`config.mk`:
```
export PLATFORM = sky130hd
export DESIGN_NAME = structure2_fc1_neuron
export DESIGN_NICKNAME = d
export VERILOG_FILES = /design/src/rtl/structure2_fc1_pkg.sv /design/src/rtl/structure2_fc1_requant.sv /design/src/rtl/structure2_fc1_neuron.sv
export SDC_FILE = /design/constraint.sdc
export NUM_CORES = 1
export LEC_CHECK = 0
export CAP_MARGIN = 25
export CORE_MARGIN = 10
export CORE_UTILIZATION = 27
export CTS_CLUSTER_DIAMETER = 60
export CTS_CLUSTER_SIZE = 16
export DETAILED_ROUTE_END_ITERATION = 8
export GPL_TIMING_DRIVEN = 0
export MAX_ROUTING_LAYER = met4
export PLACE_DENSITY = 0.48
export SETUP_SLACK_MARGIN = 0.5
export SLEW_MARGIN = 20
export SYNTH_ARGS = -nofsm -noshare
export SYNTH_HDL_FRONTEND = slang
export SYNTH_HIERARCHICAL = 1
export SYNTH_SLANG_ARGS = --single-unit
```
`constraint.sdc`:
```
create_clock -name clk -period 3.59 [get_ports clk]
set_input_delay 0.718 -clock clk [delete_from_list [all_inputs] [get_ports clk]]
set_output_delay 0.718 -clock clk [all_outputs]
set_load 0.05 [all_outputs]
```
`src/rtl/structure2_fc1_pkg.sv`:
```
// Shared constants and state encoding for the structure-2 FC1 neuron engine.
// Default layer geometry, accumulator/product widths and the FSM state set.
package structure2_fc1_pkg;

    localparam int FC1_IN_LEN  = 192;
    localparam int FC1_OUT_LEN = 128;
    localparam int FC1_ACC_W   = 24;
    localparam int FC1_SHIFT   = 7;
    localparam int FC1_PROD_W  = 16;

    typedef enum logic [2:0] {
        ST_IDLE     = 3'd0,
        ST_MAC      = 3'd1,
        ST_BIAS_REQ = 3'd2,
        ST_BIAS_ADD = 3'd3,
        ST_OUT      = 3'd4
    } fc1_state_e;

endpackage

```
`src/rtl/structure2_fc1_requant.sv`:
```
// Requantizer: (acc >>> SHIFT) + bias, optional ReLU (STRUCTURE2_FC1_RELU_EN), saturate to int8.
// Latency: purely combinational, 0 cycles.
// Backpressure: none; the result is valid whenever its inputs are.
module structure2_fc1_requant #(
    parameter int ACC_W = 24,
    parameter int SHIFT = 7
) (
    input  logic [ACC_W-1:0] acc,
    input  logic [7:0]       bias,
    output logic [7:0]       result
);
    localparam int SUM_W = ACC_W - SHIFT + 1;
    localparam logic signed [SUM_W-1:0] SAT_HI = SUM_W'(127);
    localparam logic signed [SUM_W-1:0] SAT_LO = -SUM_W'(128);

    logic signed [ACC_W-1:0] acc_sh;
    logic signed [SUM_W-1:0] sh_part;
    logic signed [SUM_W-1:0] bias_part;
    logic signed [SUM_W-1:0] sum;

    always_comb begin
        // Arithmetic shift floors toward -inf; the shifted value fits in ACC_W-SHIFT bits.
        acc_sh    = $signed(acc) >>> SHIFT;
        sh_part   = acc_sh[SUM_W-1:0];
        bias_part = {{(SUM_W-8){bias[7]}}, bias};
        sum       = sh_part + bias_part;
        result    = sum[7:0];
`ifdef STRUCTURE2_FC1_RELU_EN
        if (sum < 0) begin
            result = 8'h00;
        end else if (sum > SAT_HI) begin
            result = 8'h7f;
        end
`else
        if (sum > SAT_HI) begin
            result = 8'h7f;
        end else if (sum < SAT_LO) begin
            result = 8'h80;
        end
`endif
    end

endmodule

```
`src/rtl/structure2_fc1_neuron.sv`:
```
// FC1 neuron engine: MAC IN_LEN int8 pairs, fetch bias, requantize, emit OUT_LEN int8 results.
// Latency: result 3 cycles after the last sample; ReLU enabled by STRUCTURE2_FC1_RELU_EN.
// Backpressure: none; the consumer must accept every dout_valid.
module structure2_fc1_neuron
    import structure2_fc1_pkg::*;
#(
    parameter int IN_LEN  = FC1_IN_LEN,
    parameter int OUT_LEN = FC1_OUT_LEN,
    parameter int ACC_W   = FC1_ACC_W,
    parameter int SHIFT   = FC1_SHIFT
) (
    input  logic       clk,
    input  logic       rst_n,
    input  logic       start,
    input  logic       din_valid,
    input  logic [7:0] din,
    input  logic [7:0] w_in,
    output logic       bias_en,
    input  logic [7:0] bias_in,
    output logic [7:0] dout,
    output logic       dout_valid,
    output logic [7:0] neuron_idx,
    output logic       busy,
    output logic       done
);
    localparam int CNT_W = $clog2(IN_LEN);
    localparam logic [CNT_W-1:0] IN_LAST  = CNT_W'(IN_LEN - 1);
    localparam logic [7:0]       OUT_LAST = 8'(OUT_LEN - 1);

    localparam logic [2:0] S_IDLE     = ST_IDLE;
    localparam logic [2:0] S_MAC      = ST_MAC;
    localparam logic [2:0] S_BIAS_REQ = ST_BIAS_REQ;
    localparam logic [2:0] S_BIAS_ADD = ST_BIAS_ADD;
    localparam logic [2:0] S_OUT      = ST_OUT;

    logic [2:0]              state;
    logic                    armed;
    logic [ACC_W-1:0]        acc;
    logic [CNT_W-1:0]        in_cnt;
    logic [7:0]              out_cnt;
    logic signed [FC1_PROD_W-1:0] din_x;
    logic signed [FC1_PROD_W-1:0] w_x;
    logic signed [FC1_PROD_W-1:0] prod;
    logic [ACC_W-1:0]        prod_ext;
    logic [7:0]              result;

    assign din_x    = {{(FC1_PROD_W-8){din[7]}}, din};
    assign w_x      = {{(FC1_PROD_W-8){w_in[7]}}, w_in};
    assign prod     = din_x * w_x;
    assign prod_ext = {{(ACC_W-FC1_PROD_W){prod[FC1_PROD_W-1]}}, prod};

    structure2_fc1_requant #(
        .ACC_W (ACC_W),
        .SHIFT (SHIFT)
    ) u_requant (
        .acc    (acc),
        .bias   (bias_in),
        .result (result)
    );

    // armed blocks a start that coincides with reset release.
    always_ff @(posedge clk or negedge rst_n) begin
        if (!rst_n) begin
            state      <= S_IDLE;
            armed      <= 1'b0;
            acc        <= '0;
            in_cnt     <= '0;
            out_cnt    <= '0;
            bias_en    <= 1'b0;
            dout       <= '0;
            dout_valid <= 1'b0;
            neuron_idx <= '0;
            busy       <= 1'b0;
            done       <= 1'b0;
        end else begin
            armed      <= 1'b1;
            bias_en    <= 1'b0;
            dout_valid <= 1'b0;
            done       <= 1'b0;
            case (state)
                S_IDLE: begin
                    if (start && armed) begin
                        acc     <= '0;
                        in_cnt  <= '0;
                        out_cnt <= '0;
                        busy    <= 1'b1;
                        state   <= S_MAC;
                    end
                end
                S_MAC: begin
                    if (din_valid) begin
                        acc <= acc + prod_ext;
                        if (in_cnt == IN_LAST) begin
                            bias_en <= 1'b1;
                            state   <= S_BIAS_REQ;
                        end else begin
                            in_cnt <= in_cnt + 1'b1;
                        end
                    end
                end
                S_BIAS_REQ: state <= S_BIAS_ADD;
                S_BIAS_ADD: begin
                    dout       <= result;
                    dout_valid <= 1'b1;
                    neuron_idx <= out_cnt;
                    done       <= (out_cnt == OUT_LAST);
                    state      <= S_OUT;
                end
                S_OUT: begin
                    if (out_cnt == OUT_LAST) begin
                        busy  <= 1'b0;
                        state <= S_IDLE;
                    end else begin
                        out_cnt <= out_cnt + 1'b1;
                        acc     <= '0;
                        in_cnt  <= '0;
                        state   <= S_MAC;
                    end
                end
                default: state <= S_IDLE;
            endcase
        end
    end

endmodule

```
==> results.md <==
* Status: finished, violations left
* Violations in the final reports: negative setup slack
* Cell Count Post-Placement at between 1000 and 1500
* Post-synthesis instance area at around 7200 sq um
* Starting DRC count in detailed routing at 269
* Highest clock rate at between 150 and 200 MHz
* Share of the yosys chip area belonging to registers at 22.2%
* CTS tree: done
* Post-DP HPWL at between 10 and 15 mm
* Routed vias/inst at ~4.6
* Die Span Y at between 150 and 200 um
* Post-synthesis register bit count at between 60 and 70
* Fraction of final layout cells sized beyond drive strength 1 at 24.8%
* Setup repair after global routing missed its margin: true
* GRT overflow at 0
* Crit path top cell by count: o21bai_1
* DIE AREA at 33700 sq um
* Max-cap violations at 0
* Met1 track demand over resource at a little over an eighth
* Initial antenna violation count at 0
* Initial cell density of the core at approximately 28%
* GR Layer Usage met3 at under 10%
* Met2 demand-to-capacity share in global routing at between 10% and 20%
* Post-layout instance count excluding filler cells at 1282
* Final weighted congestion in routability-driven placement at slightly above 0.8
* Count of different cell masters after synthesis at 72
* Pin count of the biggest net entering global routing at 55
* Number of setup violations in the final report at 19
* Htree depth at 3
* Actual slew at the worst max-slew pin at about 0.8 ns
* Clock-pin slew reported for the worst setup and hold paths after clock tree synthesis at ~0.060 ns
* Syn nets at 990
* Final-layout worst hold slack at 0.227 ns
* Wire length of the first global-routing pass at between 20 and 30 mm
* Routed Wire Length at about 17 mm
* Startpoint type of the worst setup path: primary input
* Number of pins exceeding their max-slew limit in the final report at 0
* Port-buffer cells at 47
* Clock root cell: clkbuf_16
* Number of CTS-inserted buffers at 9
* Cell area after placement at between 8000 and 9000 sq um
* Largest fanout on the critical path at 4
* Fin area at 9590 sq um
* Hold violation total from the final report at 0
* Clock insertion delay at the later pin of the skew report at ~0.33 ns
* Floorplan Core Area at between 20000 and 30000 sq um
* Ports placed on the boundary at 48
* Antenna diode count at 0
* Post-Synthesis Mean Instance Area at roughly 8.7 sq um
* Synthesis-to-layout area growth at 32.8%
* Final routed DRC violation total at 0
* FFs w/ async S/R, synth at between 90% and 100%
* Ys flop type: dfrtp_1
* Vias at between 5000 and 6000
* CP max stage cell: fa_1
* Delay contributed by the slowest stage of the critical path at a little over 0.5 ns
* Worst endpoint required time at about 3.8 ns
* Clock sink count at 64
* DIE WIDTH at 184 um
* Post-synth EDFFs at 0
* Type of the worst min-delay path: primary input to asynchronous set/reset pin
* Worst Setup End Kind: register
* Final routed wire length divided by cell count at ~14 um
* Worst-case clock skew at ~0.0070 ns
* Rel. slew slack at 45.6%
* Busiest layer in global routing: met2
* Post-layout worst setup margin at -2.30 ns
* Number of fill cells at 2721
* Data arrival time at the worst-slack endpoint at 6.08 ns
* Number of instances in the synthesized netlist at 834
* Vias in the first global route at roughly 6000
* Number of rows created at floorplan at between 50 and 60
* Final-stage net count at 1100
* Period utilisation layout at 164%
* Minimum clock period after layout at 5.89 ns
* Setup CP Type: primary input to register
* Antenna viol nets, final at 0
* Maximum root-to-sink buffer count at 2
* Initial DRT Pass Iterations at 6
* Global-route total usage across every layer at 10.6%
* Syn. warnings at 6
cell usage after synthesis (3+ instances only):
cell type | number | area (sq um)
nand3b_1 | 4 | 30.0
mux2i_1 | 3 | 30.0
o211ai_1 | 9 | 67.6
o21ai_1 | 24 | 120
nand4_1 | 8 | 50.1
nand2_1 | 104 | 390
dfrtp_1 | 64 | 1600
nor2b_1 | 9 | 56.3
nand2b_1 | 8 | 50.1
nor3_1 | 10 | 50.1
xnor2_1 | 37 | 324
xor2_1 | 20 | 175
a31oi_1 | 6 | 37.5
a211oi_1 | 6 | 45.0
inv_1 | 107 | 402
or3_1 | 4 | 25.0
fa_1 | 57 | 1140
clkbuf_1 | 9 | 33.8
nand3_1 | 21 | 105
ha_1 | 71 | 888
and3_1 | 5 | 31.3
o41ai_4 | 3 | 82.6
buf_2 | 4 | 20.0
a21oi_1 | 37 | 185
o21ai_0 | 22 | 110
nor2_1 | 54 | 203
o21a_1 | 11 | 82.6
nor3b_1 | 5 | 37.5
and2_1 | 48 | 300
a21o_1 | 13 | 97.6
o21bai_1 | 5 | 37.5
cell usage in the layout (no fill, tap or decap), drive strengths merged, types with 6 or more instances in the layout:
master and n:
nand2b 8, and2 49, fa 57, nand4 8, a21oi 37, ha 71, nor2 55, inv 108
clkbuf 24, nand3 21, buf 73, clkdlybuf4s50 22, xor2 20, a21o 13, a211oi 7, o41ai 6
nor2b 9, o21ai 47, nand2 104, dfrtp 64, o21a 11, and3 6, a31oi 6, o211ai 10
nor3 11, xnor2 37
registers in the layout, indices dropped and copies added, names as in the netlist:
register and count:
acc 24, armed 1, bias_en 1, busy 1, done 1, dout 8, dout_valid 1, in_cnt 8
neuron_idx 8, out_cnt 8, state 3
path summary, 6_finish.rpt:
| path | start | end | slack, ns | cells past startpoint |
|---|---|---|---|---|
| setup / recovery | din[4] | acc[22] | -2.30 | 30 |
| setup reg to reg | acc[7] | dout[0] | 0.65 | 14 |
| hold / removal | rst_n | in_cnt[3] | 0.23 | 1 |
| min in group clk | neuron_idx[4] | neuron_idx[4] | 0.47 | 2 |
| hold reg to reg | neuron_idx[4] | neuron_idx[4] | 0.47 | 2 |
| max in group asynchronous | rst_n | acc[8] | 2.83 | 2 |
logic make-up after synthesis:
family,after synthesis,share of synthesized area [%]
AOI/OAI and AO/OA,159,15.1
other,1,0.0520
adders and majority gates,128,28.1
DFF,64,22.2
muxes,5,0.728
and+or+nand+nor,298,20.5
buffers and inverters,122,6.41
xor gates and xnor gates,57,6.92
timing repair:
action	in CTS	in global routing
setup buffers	32	19
setup endpoints to repair	29	28
pin swaps	70	67
resized for setup	178	55
hold buffers	0	0
hold endpoints to repair	0	0
cell type report:
cell class                 count  area (sq um)  share of cell area (%)
buffer                        13          63.8                   0.666
clock buffer                  11           253                    2.64
clock inverter                 3          42.5                   0.444
inverter                     109           409                    4.27
multi-input combinational    648          5900                    61.6
sequential                    64          1600                    16.7
tap                          335           419                    4.37
timing repair buffer          99           895                    9.33
through the flow:
stage               setup TNS, ns  setup slack (ns)  util (%)
CTS                        -31.09             -2.36      35.1
global placement           -85.96             -3.44      31.9
floorplan                  -28.83             -2.31         -
detailed placement         -54.49             -3.46      32.0
finish                     -31.81             -2.30      36.6
global route               -36.53             -2.59      36.6
metal layers:
metal  wire length, um  vias to the layer above  part of all wire [%]
li1                  -                     2998                     -
met1              8510                     2864                    49
met2              8240                       60                    47
met3               448                       10                   2.6
met4               196                        0                   1.1
met5                 0                        -                     0
critical path, delay by kind of cell:
kind,cells,cell delay [ns]
buf+inv,4,0.32
xor+xnor,2,0.29
fa+ha+maj,7,2.30
compound gates,12,1.72
simple gates,5,0.75
Power is left out: the tool's default activity adds up to more than one toggle a clock period on the data nets, which glitch-free logic cannot reach.
